===== src/rtl/pipe_scoreboard_if.sv =====
// rtl/pipe_scoreboard_if.sv - decode-to-scoreboard issue bundle and hazard/forwarding results
interface pipe_scoreboard_if #(
    parameter int NREG  = 16,
    parameter int DEPTH = 3,
    parameter int NRP   = 3
);
    localparam int AW = $clog2(NREG);
    localparam int SW = $clog2(DEPTH + 1);

    logic                issue_valid;
    logic                issue_wr;
    logic [AW-1:0]       issue_rd;
    logic                issue_load;
    logic [NRP*AW-1:0]   issue_rs;
    logic [NRP-1:0]      issue_rs_en;
    logic                flush;
    logic                stall;
    logic [NRP*SW-1:0]   fwd_sel;
    logic [31:0]         stall_cnt;

    modport master (
        output issue_valid, issue_wr, issue_rd, issue_load, issue_rs, issue_rs_en, flush,
        input  stall, fwd_sel, stall_cnt
    );

    modport slave (
        input  issue_valid, issue_wr, issue_rd, issue_load, issue_rs, issue_rs_en, flush,
        output stall, fwd_sel, stall_cnt
    );
endinterface


===== src/rtl/pipe_scoreboard.sv =====
// rtl/pipe_scoreboard.sv - shift-register scoreboard issuing stall and registered forwarding selects
module pipe_scoreboard #(
    parameter int NREG        = 16,
    parameter int DEPTH       = 3,
    parameter int NRP         = 3,
    parameter int LOAD_READY  = 3,
    parameter int ZERO_REG_EN = 0
) (
    input logic              clk,
    input logic              reset,
    pipe_scoreboard_if.slave bus
);
    localparam int AW = $clog2(NREG);
    localparam int SW = $clog2(DEPTH + 1);

    logic            r_vld [1:DEPTH];
    logic            r_wr  [1:DEPTH];
    logic [AW-1:0]   r_rd  [1:DEPTH];
    logic            r_ld  [1:DEPTH];
    logic [NRP*SW-1:0] r_fwd;
    logic [31:0]     r_cnt;

    logic [NRP-1:0]    w_hazard;
    logic [NRP*SW-1:0] w_fwd_nxt;
    logic              w_stall;
    logic              w_issue;

    always_comb begin
        logic [AW-1:0] rs;
        logic          hit;
        int            slot;
        int            rdy;
        w_hazard  = '0;
        w_fwd_nxt = '0;
        for (int p = 0; p < NRP; p++) begin
            rs   = bus.issue_rs[p*AW +: AW];
            hit  = 1'b0;
            slot = 0;
            rdy  = 2;
            // Scan oldest to youngest so the youngest matching producer wins.
            for (int k = DEPTH; k >= 1; k--) begin
                if (r_vld[k] && r_wr[k] && (r_rd[k] == rs)) begin
                    hit  = 1'b1;
                    slot = k;
                    rdy  = r_ld[k] ? LOAD_READY : 2;
                end
            end
            if (!bus.issue_rs_en[p] || ((ZERO_REG_EN != 0) && (rs == '0)))
                hit = 1'b0;
            if (hit) begin
                if (slot + 1 < rdy)
                    w_hazard[p] = 1'b1;
                // A producer in the last slot is written before decode reads the file.
                if (slot < DEPTH)
                    w_fwd_nxt[p*SW +: SW] = SW'(slot + 1);
            end
        end
    end

    assign w_stall = bus.issue_valid && !bus.flush && (|w_hazard);
    assign w_issue = bus.issue_valid && !bus.flush && !w_stall;

    always_ff @(posedge clk or posedge reset) begin
        if (reset) begin
            for (int k = 1; k <= DEPTH; k++) begin
                r_vld[k] <= 1'b0;
                r_wr[k]  <= 1'b0;
                r_rd[k]  <= '0;
                r_ld[k]  <= 1'b0;
            end
            r_fwd <= '0;
            r_cnt <= '0;
        end else begin
            for (int k = DEPTH; k >= 2; k--) begin
                r_vld[k] <= r_vld[k-1];
                r_wr[k]  <= r_wr[k-1];
                r_rd[k]  <= r_rd[k-1];
                r_ld[k]  <= r_ld[k-1];
            end
            r_vld[1] <= w_issue;
            r_wr[1]  <= w_issue && bus.issue_wr;
            r_rd[1]  <= w_issue ? bus.issue_rd : '0;
            r_ld[1]  <= w_issue && bus.issue_load;
            r_fwd    <= w_issue ? w_fwd_nxt : '0;
            if (w_stall && (r_cnt != 32'hFFFF_FFFF))
                r_cnt <= r_cnt + 32'd1;
        end
    end

    assign bus.stall     = w_stall;
    assign bus.fwd_sel   = r_fwd;
    assign bus.stall_cnt = r_cnt;
endmodule

===== src/flat_wrapper.sv =====
// flat-port wrapper written by rule: the top's interface ports become plain ports
module pipe_scoreboard_flat 
#(
    parameter int NREG        = 16,
    parameter int DEPTH       = 3,
    parameter int NRP         = 3,
    parameter int LOAD_READY  = 3,
    parameter int ZERO_REG_EN = 0
)
  (clk, reset, bus_issue_valid, bus_issue_wr, bus_issue_rd, bus_issue_load, bus_issue_rs, bus_issue_rs_en, bus_flush, bus_stall, bus_fwd_sel, bus_stall_cnt);
  pipe_scoreboard_if #(.NREG(NREG), .DEPTH(DEPTH), .NRP(NRP)) bus_i ();
  input logic clk;
  input logic reset;
  input wire logic [$bits(bus_i.issue_valid)-1:0] bus_issue_valid;
  input wire logic [$bits(bus_i.issue_wr)-1:0] bus_issue_wr;
  input wire logic [$bits(bus_i.issue_rd)-1:0] bus_issue_rd;
  input wire logic [$bits(bus_i.issue_load)-1:0] bus_issue_load;
  input wire logic [$bits(bus_i.issue_rs)-1:0] bus_issue_rs;
  input wire logic [$bits(bus_i.issue_rs_en)-1:0] bus_issue_rs_en;
  input wire logic [$bits(bus_i.flush)-1:0] bus_flush;
  output wire logic [$bits(bus_i.stall)-1:0] bus_stall;
  output wire logic [$bits(bus_i.fwd_sel)-1:0] bus_fwd_sel;
  output wire logic [$bits(bus_i.stall_cnt)-1:0] bus_stall_cnt;
  assign bus_i.issue_valid = bus_issue_valid;
  assign bus_i.issue_wr = bus_issue_wr;
  assign bus_i.issue_rd = bus_issue_rd;
  assign bus_i.issue_load = bus_issue_load;
  assign bus_i.issue_rs = bus_issue_rs;
  assign bus_i.issue_rs_en = bus_issue_rs_en;
  assign bus_i.flush = bus_flush;
  assign bus_stall = bus_i.stall;
  assign bus_fwd_sel = bus_i.fwd_sel;
  assign bus_stall_cnt = bus_i.stall_cnt;
  pipe_scoreboard #(.NREG(NREG), .DEPTH(DEPTH), .NRP(NRP), .LOAD_READY(LOAD_READY), .ZERO_REG_EN(ZERO_REG_EN)) u_core (.clk(clk), .reset(reset), .bus(bus_i));
endmodule

===== config.mk =====
export PLATFORM = sky130hd
export DESIGN_NAME = pipe_scoreboard_flat
export DESIGN_NICKNAME = d
export VERILOG_FILES = /design/src/rtl/pipe_scoreboard_if.sv /design/src/rtl/pipe_scoreboard.sv /design/src/flat_wrapper.sv
export SDC_FILE = /design/constraint.sdc
export NUM_CORES = 1
export LEC_CHECK = 0
export ABC_AREA = 1
export BUFFER_PORTS_ARGS = -buffer_cell sky130_fd_sc_hd__buf_4
export CORE_MARGIN = 2
export CORE_UTILIZATION = 44
export DETAILED_ROUTE_END_ITERATION = 10
export GPL_TIMING_DRIVEN = 0
export HOLD_SLACK_MARGIN = 0.12
export PLACE_DENSITY_LB_ADDON = 0.08
export SETUP_SLACK_MARGIN = 0.3
export SKIP_LAST_GASP = 1
export SYNTH_ARGS = -nofsm -noshare
export SYNTH_HDL_FRONTEND = slang
export SYNTH_SLANG_ARGS = --single-unit

===== constraint.sdc =====
create_clock -name clk -period 2.7 [get_ports clk]
set_clock_uncertainty 0.05 [all_clocks]
set_input_delay 0.27 -clock clk [delete_from_list [all_inputs] [get_ports clk]]
set_output_delay 0.27 -clock clk [all_outputs]
set_load 0.03 [all_outputs]

Yosys cells after proc, flatten, opt, wreduce, memory -nomap -nowiden:

Cells that the tools add are included.

* logic and storage cells: 102
* register bits: 59
* output and inout bits: 39

* reduce and logical (&&, ||, !) cells: 21
* muxes and demuxes: 47
* order comparisons: 6
* equality and inequality tests: 10
* add/sub/neg operators: 4

Operators with widths (count)
* 32-bit 2-to-1 mux: 11
* 32-bit < comparator: 3
* 4-bit equality test: 9
* 32-bit by 1-bit adder with 32-bit output, second input constant: 1
* 32-bit by 2-bit adder with 32-bit output, second input constant: 1
* 32-bit by 3-bit < comparator with 1-bit output, second input constant: 1
* 32-bit inequality test, second input constant: 1
* 2-bit 2-to-1 mux: 13
* 1-bit 2-to-1 mux: 21
* 1-bit logical AND: 18
* 2-bit by 1-bit adder with 3-bit output, second input constant: 2
* 6-bit 2-to-1 mux: 1
* 2-bit < comparator, second input constant: 2
* 4-bit 2-to-1 mux: 1
* 3-bit OR reduction: 1
* 1-bit zero test: 2

Depth between registers and ports, before layout:

* word-level depth: 14
* mapped depth: 17
* mapped depth without buffers: 16

Least setup slack after synthesis:

Ideal clock, no wire load.

* path type: register to output
* start point: register u_core.r_rd[3] (netlist bit)
* end point: output bus_stall
* path slack: 0.317 ns
* required time: 2.380 ns
* arrival: 2.063 ns
* cell stages (with the launch flop): 15
* cells stage by stage: dfrtp_1 inv_1 nor2_1 nor3_1 nand3_1 o21ai_0 ha_1 inv_1 a21oi_1 nand2_1 nand2_1 nand3_4 buf_2 nand2_1 inv_1

* cells in the longest elaborated chain, start to end: 11

RTL lines
* start, declared: RTL line pipe_scoreboard.sv:18 `logic [AW-1:0] r_rd [1:DEPTH];`
* start signal, assigned by index: RTL line pipe_scoreboard.sv:77 `r_rd[k] <= r_rd[k-1];`
* 4-bit equality test: RTL line pipe_scoreboard.sv:42 `if (r_vld[k] && r_wr[k] && (r_rd[k] == rs)) begin`
* 1-bit logical AND: RTL line pipe_scoreboard.sv:42
* 2-bit 2-to-1 mux: RTL line pipe_scoreboard.sv:42
* 32-bit 2-to-1 mux / 2-bit 2-to-1 mux (equally long branches) (2 in a row): RTL line pipe_scoreboard.sv:42
* 32-bit by 2-bit adder with 32-bit output / 2-bit by 1-bit adder with 3-bit output (equally long branches): RTL line pipe_scoreboard.sv:51 `if (slot + 1 < rdy)`
* 32-bit < comparator: RTL line pipe_scoreboard.sv:51
* 1-bit 2-to-1 mux: RTL line pipe_scoreboard.sv:51
* 1-bit 2-to-1 mux: RTL line pipe_scoreboard.sv:50 `if (hit) begin`
* 3-bit OR reduction *: RTL line pipe_scoreboard.sv:60 `assign w_stall = bus.issue_valid && !bus.flush && (|w_hazard);`
* 1-bit logical AND *: RTL line pipe_scoreboard.sv:60
* end, declared: RTL line flat_wrapper.sv:21 `output wire logic [$bits(bus_i.stall)-1:0] bus_stall;`

Every way passes the cells marked *; elsewhere a longest branch is shown, timed or not.

Final worst setup path:

* start point: register u_core.r_rd[0] (netlist bit)
* end point: output bus_stall

Same word-level chain as after synthesis.

==> flow_summary_export.csv <==
group,metric,value,unit
outcome,status,"complete, but fails checks",
outcome,violations,"setup timing",
yosys,syn_nets,575,
setup_path,path_class,"reg2out",
placement,dpl_worst_slack,-0.1858,ns
detailed_routing,num_vias,3947,
power,worst_ir_drop_vdd,0.2192,mV
yosys,yosysSeqAreaShare,37.93,%
floorplan,die_w,98.06,µm
worst_hold_path,worstHoldStart,"bus_issue_rs_en[1]",
power,p_int,1.431,mW
detailed_routing,ant_nets,0,
yosys,synth_compound_area_share,2.539,%
setup_path,r2r_slack,0,ns
timing,hold_viol_final,0,
finish,finalNetCount,682,
power,combPwrFrac,10.2,%
global_routing,grt_pass1_vias,3629,
timing,min_period,2.738,ns
yosys,synthAdderAreaFrac,1.286,%
timing,finalSetupViolCount,3,
finish,area_delta_synth_final,36.77,%
finish,design_area,0.005324,mm²
timing,worst_pin_slew,0.6102,ns
finish,regArea,0.001483,mm²
timing,drv_slew,0,
yosys,synth-simple-area-share,43.30,%
setup_path,cp-end-kind,"output port",
placement,place_area,0.004521,mm²
power,p_clk_share,42.6,%
setup_path,crit_slowest_cell,"dfrtp_1",
floorplan,row_count,34,
global_routing,grt_max_degree,43,
detailed_routing,vias_per_cell,5.153,
timing,holdWs,0.2380,ns
setup_path,start_kind,"flip-flop",
finish,n_antenna_cell,0,
job,maxCapViolations,0,
worst_hold_path,min_path_cells,5,
yosys,synthMuxAreaShare,0,%
clocking,clk_latency,0.34,ns
worst_hold_path,hold_path_end,"u_core.bus.fwd_sel[3]",
floorplan,io-pin-count,64,
global_routing,grt_overflow_total,0,
global_routing,track_usage,21.83,%
clocking,tritoncts,"yes",
setup_path,required,2.38,ns
timing,grt_setup_unrepaired,"yes",
detailed_routing,drt-pass1-iter-count,4,
floorplan,initial_core_util,45.07,%
yosys,yosysUniqueCellTypes,37,
yosys,synth_xor_xnor_area_share,4.725,%
floorplan,die-area,0.009615,mm²
setup_path,critPathTopFamily,"simple AND/OR/NAND/NOR gates",
clocking,clock_sinks,59,
placement,dp_hpwl,7.589,mm
timing,max_freq,0.3652,GHz
placement,dp_cells,718,
yosys,ys_ff_latch,59,
timing,setup_ws,-0.03802,ns
finish,multiInputGateArea,0.002188,mm²
worst_hold_path,hp-class,"in2reg",
setup_path,cp.arrival,2.42,ns
detailed_routing,routed_wl,10.95,mm
yosys,yosys_warnings,0,
setup_path,rr_startpoint,"u_core.r_rd[0]",
finish,final_cells,766,
power,p_sw_share,26.46,%
yosys,synth_top_family_by_area,"simple AND/OR/NAND/NOR gates",
setup_path,ff2ff_path_depth,18,
timing,finalCritPeriodShare,101.4,%
power,power_density,365.4,mW/mm²
setup_path,critical-path-max-stage-delay,0.42,ns
floorplan,core,0.008636,mm²
floorplan,die_height,98.06,µm
clocking,cts_buffers,9,
placement,port_buffers,63,
finish,postLayoutCoreUtil,61.65,%
finish,fillers,820,
setup_path,crit_fanout,4,
setup_path,crit_buf_inv,5,
power,p_sw,0.5147,mW
setup_path,cp.depth,15,
setup_path,path_cells,"inv_2 > nor2_2 > nor3_2 > nand3_2 > a21oi_2 > ha_4 > inv_4 > a21oi_2 > nand2_1 > nand2_2 > nand3_4 > buf_6 > nand2_4 > inv_2 > buf_6",
detailed_routing,drc,0,
clocking,cts_root_buf,"clkbuf_8",
yosys,syn_inst,546,
yosys,netlist_area,0.003892,mm²
setup_path,r2r_end,"u_core.bus.stall_cnt[8]",
clocking,clockBufferDepth,2,
power,p_leak,2.768,nW
detailed_routing,first_iter_violations,155,
global_routing,antenna_found_initial,0,
detailed_routing,wl_per_cell,14.29,µm
clocking,path_clk_slew,0.07,ns
yosys,avgSynthCellArea,7.129,µm²
clocking,h-tree-depth,3,
placement,place.gp.congestion,0.9013,
finish,drive_gt1_share,31.00,%
timing,relSlewSlack,59.17,%
power,seqPwrFrac,47.1,%
global_routing,grt_first_pass_wirelength,17.02,mm
==> worst min-delay path, delay by kind of cell <==
| kind | cells | cell delay [ns] |
|---|---|---|
| simple gates | 3 | 0.16 |
| buf+inv | 2 | 0.16 |
==> placed cells by master, fill, tap and decap left out, types with 5 or more instances in the layout <==
| cell type | n |
|---|---|
| nand2_1 | 157 |
| buf_4 | 75 |
| inv_1 | 61 |
| nor2_1 | 56 |
| dfrtp_1 | 54 |
| nand4_1 | 39 |
| nand3_1 | 25 |
| inv_2 | 20 |
| nand3_2 | 20 |
| xnor2_1 | 14 |
| nand2_2 | 12 |
| buf_6 | 11 |
| clkbuf_8 | 10 |
| nor2_2 | 8 |
| xor2_1 | 7 |
| dlygate4sd3_1 | 7 |
| a21oi_1 | 6 |
| o21ai_1 | 5 |
| nor3_1 | 5 |
| buf_12 | 5 |
| dfrtp_2 | 5 |
==> per-layer routing <==
layer / global-route usage (%) / up-vias / wire [µm]
met4: 9.295 / 0 / 306
met1: 27.74 / 1868 / 4662
met5: 0 / - / 0
met2: 37.09 / 96 / 5563
li1: - / 1957 / -
met3: 3.293 / 26 / 417
==> metrics by stage <==
step | total power, mW | setup TNS [ns]
after floorplan | 1.022 | 0
after global placement | 1.090 | -0.1067
after detailed placement | 1.097 | -0.1858
after CTS | 1.949 | 0
after global routing | 2.030 | -1.729
final | 1.946 | -0.04370
==> registers in the layout, indices dropped and copies added, names as in the netlist <==
register / flops
u_core.bus.fwd_sel: 6
u_core.bus.stall_cnt: 32
u_core.r_ld: 3
u_core.r_wr: 3
u_core.r_vld: 3
u_core.r_rd: 12
==> power groups by stage <==
stage	clock [mW]	sequential (mW)	combinational (mW)
detailed placement	0	0.933	0.164
global route	0.889	0.919	0.222
global placement	0	0.933	0.157
CTS	0.852	0.916	0.181
finish	0.830	0.917	0.199
floorplan	0	0.933	0.0889
==> repair_timing <==
action                     in CTS  in global routing
setup buffers                   9                 11
gates cloned                    1                  4
pin swaps                       8                 26
hold endpoints to repair       23                  0
hold buffers                    7                  0
gates resized for setup        32                 49
setup endpoints to repair      44                 43
==> final cells by class <==
class                   instances  share of cell area [%]
flip-flops and latches         59                   27.85
clock buffers                  11                   2.656
clock inverters                 5                  0.9871
well taps                     108                   2.538
inverters                      82                   5.828
multi-input cells             391                   41.10
repair buffers                 96                   16.52
plain buffers                  14                   2.515
==> synthesized netlist by cell type, drive strengths merged <==
| library cell | count | area share, % |
|---|---|---|
| a21oi | 9 | 1.2 |
| and2 | 1 | 0.16 |
| and3 | 1 | 0.16 |
| buf | 11 | 2.0 |
| clkbuf | 3 | 0.29 |
| dfrtp | 59 | 38 |
| ha | 4 | 1.3 |
| inv | 82 | 7.9 |
| nand2 | 172 | 17 |
| nand3 | 47 | 7.6 |
| nand3b | 1 | 0.51 |
| nand4 | 39 | 6.3 |
| nor2 | 69 | 8.0 |
| nor3 | 10 | 2.0 |
| nor3b | 1 | 0.19 |
| nor4 | 4 | 1.0 |
| o211ai | 1 | 0.19 |
| o21ai | 8 | 1.0 |
| o22ai | 1 | 0.16 |
| or2 | 1 | 0.16 |
| or3 | 1 | 0.16 |
| xnor2 | 14 | 3.2 |
| xor2 | 7 | 1.6 |
==> logic make-up after synthesis <==
family          count (synthesis)
fa+ha+maj                       4
xor+xnor                       21
flops                          59
compound gates                 19
buf+inv                        96
simple gates                  347
==> worst max-delay path by stage <==
stage | end | start
floorplan | bus_stall | u_core.r_rd[3]
global placement | bus_stall | u_core.r_rd[0]
detailed placement | bus_stall | u_core.r_rd[0]
global route | bus_stall | u_core.r_rd[0]
CTS | bus_stall | u_core.r_rd[9]
finish | bus_stall | u_core.r_rd[0]
Note: power is estimated with default switching activity, not from simulation.
